## src/rtl/instr_encoder.sv

```systemverilog
// RV32I instruction encoder: packs a decoded instruction descriptor into a 32-bit
// word through a two-stage valid/ready pipeline, rejecting out-of-range immediates.
module instr_encoder #(
  parameter int CNT_W = 16
) (
  input  logic             clk,
  input  logic             reset_n,
  input  logic             in_valid,
  output logic             in_ready,
  input  logic [2:0]       in_fmt,
  input  logic [6:0]       in_opcode,
  input  logic [4:0]       in_rd,
  input  logic [4:0]       in_rs1,
  input  logic [4:0]       in_rs2,
  input  logic [2:0]       in_funct3,
  input  logic [6:0]       in_funct7,
  input  logic [31:0]      in_imm,
  output logic             out_valid,
  input  logic             out_ready,
  output logic [31:0]      out_instr,
  output logic             out_err,
  output logic [CNT_W-1:0] count_ok,
  output logic [CNT_W-1:0] count_err
);

  localparam logic [2:0] FMT_R = 3'd0;
  localparam logic [2:0] FMT_I = 3'd1;
  localparam logic [2:0] FMT_S = 3'd2;
  localparam logic [2:0] FMT_B = 3'd3;
  localparam logic [2:0] FMT_U = 3'd4;
  localparam logic [2:0] FMT_J = 3'd5;

  // Handshake: a word moves across an interface on a rising edge where valid and
  // ready are both high; a stage is ready when empty or when its word leaves that edge.
  logic             s1_ready, s2_ready, s1_load;
  logic             s1_valid_q, s1_valid_d;
  logic [2:0]       s1_fmt_q;
  logic [6:0]       s1_opcode_q;
  logic [4:0]       s1_rd_q, s1_rs1_q, s1_rs2_q;
  logic [2:0]       s1_funct3_q;
  logic [6:0]       s1_funct7_q;
  logic [31:0]      s1_imm_q;
  logic             s1_imm_ok_q;
  logic             imm_ok;
  logic [31:0]      packed_word;
  logic             out_valid_q, out_valid_d;
  logic [31:0]      out_instr_q, out_instr_d;
  logic             out_err_q, out_err_d;
  logic [CNT_W-1:0] count_ok_q, count_ok_d;
  logic [CNT_W-1:0] count_err_q, count_err_d;

  assign s2_ready = !out_valid_q || out_ready;
  assign s1_ready = !s1_valid_q || s2_ready;
  assign s1_load  = in_valid && s1_ready;
  assign in_ready = s1_ready;

  // Immediate must be representable by the sign-extended field of its format.
  always_comb begin
    imm_ok = 1'b0;
    case (in_fmt)
      FMT_R:        imm_ok = 1'b1;
      FMT_I, FMT_S: imm_ok = (&in_imm[31:11]) || !(|in_imm[31:11]);
      FMT_B:        imm_ok = ((&in_imm[31:12]) || !(|in_imm[31:12])) && !in_imm[0];
      FMT_U:        imm_ok = !(|in_imm[11:0]);
      FMT_J:        imm_ok = ((&in_imm[31:20]) || !(|in_imm[31:20])) && !in_imm[0];
      default:      imm_ok = 1'b0;
    endcase
  end

  always_comb begin
    s1_valid_d = s1_valid_q;
    if (s1_ready) s1_valid_d = in_valid;
  end

  always_ff @(posedge clk or negedge reset_n) begin
    if (!reset_n) begin
      s1_valid_q  <= 1'b0;
      s1_fmt_q    <= 3'd0;
      s1_opcode_q <= 7'd0;
      s1_rd_q     <= 5'd0;
      s1_rs1_q    <= 5'd0;
      s1_rs2_q    <= 5'd0;
      s1_funct3_q <= 3'd0;
      s1_funct7_q <= 7'd0;
      s1_imm_q    <= 32'd0;
      s1_imm_ok_q <= 1'b0;
    end else begin
      s1_valid_q <= s1_valid_d;
      if (s1_load) begin
        s1_fmt_q    <= in_fmt;
        s1_opcode_q <= in_opcode;
        s1_rd_q     <= in_rd;
        s1_rs1_q    <= in_rs1;
        s1_rs2_q    <= in_rs2;
        s1_funct3_q <= in_funct3;
        s1_funct7_q <= in_funct7;
        s1_imm_q    <= in_imm;
        s1_imm_ok_q <= imm_ok;
      end
    end
  end

  always_comb begin
    packed_word = 32'h0;
    case (s1_fmt_q)
      FMT_R: packed_word = {s1_funct7_q, s1_rs2_q, s1_rs1_q, s1_funct3_q, s1_rd_q, s1_opcode_q};
      FMT_I: packed_word = {s1_imm_q[11:0], s1_rs1_q, s1_funct3_q, s1_rd_q, s1_opcode_q};
      FMT_S: packed_word = {s1_imm_q[11:5], s1_rs2_q, s1_rs1_q, s1_funct3_q,
                            s1_imm_q[4:0], s1_opcode_q};
      FMT_B: packed_word = {s1_imm_q[12], s1_imm_q[10:5], s1_rs2_q, s1_rs1_q, s1_funct3_q,
                            s1_imm_q[4:1], s1_imm_q[11], s1_opcode_q};
      FMT_U: packed_word = {s1_imm_q[31:12], s1_rd_q, s1_opcode_q};
      FMT_J: packed_word = {s1_imm_q[20], s1_imm_q[10:1], s1_imm_q[11], s1_imm_q[19:12],
                            s1_rd_q, s1_opcode_q};
      default: packed_word = 32'h0;
    endcase
  end

  always_comb begin
    out_valid_d = out_valid_q;
    out_instr_d = out_instr_q;
    out_err_d   = out_err_q;
    if (s2_ready) begin
      out_valid_d = s1_valid_q;
      if (s1_valid_q) begin
        out_instr_d = s1_imm_ok_q ? packed_word : 32'h0;
        out_err_d   = !s1_imm_ok_q;
      end
    end
  end

  // Counters stick at all-ones rather than wrapping.
  always_comb begin
    count_ok_d  = count_ok_q;
    count_err_d = count_err_q;
    if (out_valid_q && out_ready) begin
      if (!out_err_q && (count_ok_q != '1)) count_ok_d = count_ok_q + CNT_W'(1);
      if (out_err_q && (count_err_q != '1)) count_err_d = count_err_q + CNT_W'(1);
    end
  end

  always_ff @(posedge clk or negedge reset_n) begin
    if (!reset_n) begin
      out_valid_q <= 1'b0;
      out_instr_q <= 32'h0;
      out_err_q   <= 1'b0;
      count_ok_q  <= '0;
      count_err_q <= '0;
    end else begin
      out_valid_q <= out_valid_d;
      out_instr_q <= out_instr_d;
      out_err_q   <= out_err_d;
      count_ok_q  <= count_ok_d;
      count_err_q <= count_err_d;
    end
  end

  assign out_valid = out_valid_q;
  assign out_instr = out_instr_q;
  assign out_err   = out_err_q;
  assign count_ok  = count_ok_q;
  assign count_err = count_err_q;

endmodule

```

## config.mk

```make
export PLATFORM = sky130hd
export DESIGN_NAME = instr_encoder
export DESIGN_NICKNAME = d
export VERILOG_FILES = /design/src/rtl/instr_encoder.sv
export SDC_FILE = /design/constraint.sdc
export NUM_CORES = 1
export LEC_CHECK = 0
export CAP_MARGIN = 40
export CORE_ASPECT_RATIO = 2
export CORE_UTILIZATION = 54
export DETAILED_ROUTE_END_ITERATION = 6
export GPL_TIMING_DRIVEN = 0
export PLACE_DENSITY = 0.88
export SYNTH_ARGS = -nofsm -noshare
export SYNTH_HDL_FRONTEND = slang
export SYNTH_SLANG_ARGS = --single-unit
```

## constraint.sdc

```tcl
create_clock -name clk -period 3.6 [get_ports clk]
set_input_delay 0.72 -clock clk [delete_from_list [all_inputs] [get_ports clk]]
set_output_delay 0.72 -clock clk [all_outputs]
set_load 0.02 [all_outputs]
```

==> results.toml <==
[floorplanning]
die-width_microns = 75.54
core_sq_um = 10540
ios = 138
start_util_pct = 55.39
die_h_microns = 149.1
fp-row-count = 53
dieArea_sq_um = 11260

[timing]
clock_skew_ns = 0.006311
period_needed_ns = 2.880
timing.fmax_mhz = 347.3
hold_viol = 0
worstMarginPinSlew_ns = 0.7668
report.final.slew_viol_count = 0
max_slew_margin_pct = 48.88
period_share_pct = 79.99
setup_viol = 0
rsz0062_at_grt = "no"

[run]
cap_viol_max_count = 0

[hold_path]
hold_class = "input pin to async pin"

[logic_synthesis]
muxShareOfSynthArea_pct = 15.21
synth_compound_area_share_pct = 9.533
synth_top_family_by_area = "multiplexers"
synth-edff-count = 0
synth-simple-area-share_pct = 11.14
synth_fa_ha_area_share_pct = 0.4284
syn-num-nets = 554
synthArstFlopShare_pct = 100.0
synthCells = 481
synth_xor_area_share_pct = 4.327
syn_area_per_cell_sq_um = 12.14
synthFlopType = "dfrtp_1"
seq_area_frac_synth_pct = 57.84
netlist-cell-type-count = 38
yosys_warnings = 0
synth_area_sq_um = 5841
ys_ff_latch = 135

[route]
wirelength_mm = 15.53
route.detailed.drc = 0
first_pass_iters = 5
vias = 4701
vias_per_cell = 5.966
first_iter_violations = 291
antenna_left = 0
wl_per_cell_microns = 19.70

[layout]
utilization_pct = 76.10
area_growth_pct = 37.38
layout.nets = 711
seqCellArea_sq_um = 3378
mostFrequentLayoutCell = "clkdlybuf4s50_1"
diodes = 0
fill_cells = 663
final_cell_mix = "136 x clkdlybuf4s50_1, 135 x dfrtp_1, 70 x mux2_2"
layout-drive-gt1-share_pct = 16.74
multi_input_area_sq_um = 2374

[global_route]
grt_max_degree = 93
grt_usage_pct = 29.58
antenna_found_initial = 0
overflow = 0
grt_pass1_wl_mm = 24.36
grt_pass1_vias = 4987

[place]
hpwl_mm = 11.01
place.gp.congestion = 0.8871
numPortBuffers = 137

[clock_network]
post_cts_resized = 0
cts_sinks = 135
post_cts_buffers = 0
cts_buffers = 17
path_clk_slew_ns = 0.06
tritoncts = "built"
cts.path.max_buffers = 2
ctsHtreeMaxLevel = 4
root_buffer = "clkbuf_16"
clk_latency_ns = 0.41
ctsHoldBuffers = 0

[setup_path]
cp_max_fo = 6
crit_required_ns = 2.88
startpoint_type = "input pin"
ff2ff_path_depth = 5
arrival_ns = 2.16
worst_r2r_endpoint = "s1_opcode_q[1]$_DFFE_PN0P_"
critical_path_class = "input pin to output port"
reg2reg_from = "out_valid$_DFFE_PN0P_"
end_kind = "output port"
ff2ff_setup_slack_ns = 1.38

[power]
peakVddDrop_uv = 382.2
power_density_nw_per_um2 = 604.5
power.total_mw = 4.851
p_leak_nw = 3.356

[status]
status = "finished clean"
-- state kept, by name (all words and copies together), names as in the netlist, 3 cells and up --
name and cells:
s1_rs2_q 5, s1_imm_q 32, s1_funct3_q 3, s1_funct7_q 7
s1_rd_q 5, s1_opcode_q 7, count_err 16, count_ok 16
out_instr 32, s1_fmt_q 3, s1_rs1_q 5
-- routing by layer --
metal	global-route usage [%]	vias up	wire, microns
met5	0	-	0
met2	52.90	244	8675
met4	17.96	0	784
met1	30.89	2319	5273
met3	4.797	59	794
li1	-	2079	-
-- metrics by stage --
step | instance area, sq um | TNS, ns | hold WS [ns] | cells | setup slack, ns
final | 8024 | 0 | 0.2242 | 788 | 0.7204
after floorplan | 5841 | 0 | 0.4244 | 481 | 1.273
after detailed placement | 7412 | 0 | 0.4689 | 756 | 0.6135
after global placement | 7383 | -423.94 | 0.4635 | 755 | -3.154
after CTS | 8024 | 0 | 0.2305 | 788 | 0.7428
after global routing | 8024 | 0 | 0.2542 | 788 | 0.6730
-- cell families (layout without fill, tap and decap cells) --
group,Yosys count,count (layout)
flip-flops,135,135
AND/OR/NAND/NOR,128,128
AO/OA/AOI/OAI,85,85
multiplexers,80,80
XOR/XNOR,28,28
buffers and inverters,23,193
adder cells (fa/ha/maj),2,2
-- synthesized netlist by cell type (all sizes together) (2+ instances only) --
cell    number  area share [%]
a22oi       22             2.8
nand2b       4            0.43
a21oi       12             1.0
nand3        9            0.77
mux2i       10             1.7
a31oi        4            0.43
and3         3            0.32
or4          2            0.26
mux2        70              13
nand3b       3            0.39
ha           2            0.43
inv          3            0.19
o22ai        6            0.64
a22o        14             2.1
o31ai        2            0.26
nand2       45             2.9
nor2        18             1.2
o21ai       23             2.0
buf         11            0.75
clkbuf       9            0.58
xnor2       18             2.8
dfrtp      135              58
nor4        12             1.3
and4         3            0.49
xor2        10             1.5
nand4       16             1.7
nor2b        2            0.21
nor3         6            0.51
-- layout make-up --
cell class                      instances  share of cell area [%]
Sequential cell                       135                   42.10
Multi-Input combinational cell        323                   29.58
Timing Repair Buffer                  138                   17.45
Clock buffer                           18                   5.349
Clock inverter                         14                   2.277
Tap cell                              137                   2.136
Buffer                                 20                  0.9668
Inverter                                3                  0.1403
-- worst max-delay path, cell delays in order --
cell and delay [ns]:
clkdlybuf4s50_1 0.56, nand3b_1 0.23, clkdlybuf4s50_1 0.65
-- worst max-delay path by stage --
stage	startpoint	slack (ns)	depth (start not counted)	endpoint
2_1_floorplan	out_ready	1.27	5	s1_fmt_q[0]$_DFFE_PN0P_
3_3_place_gp	reset_n	-3.15	1	out_instr[18]$_DFFE_PN0P_
3_5_place_dp	out_ready	0.61	6	s1_opcode_q[5]$_DFFE_PN0P_
4_1_cts	out_ready	0.74	3	in_ready
5_1_grt	out_ready	0.67	3	in_ready
6_report	out_ready	0.72	3	in_ready
-- power by group --
group,internal (mW),switching (mW)
registers,1.75,0.218
logic,0.539,0.533
clock network,1.15,0.654
(Power assumes the default switching activity.)
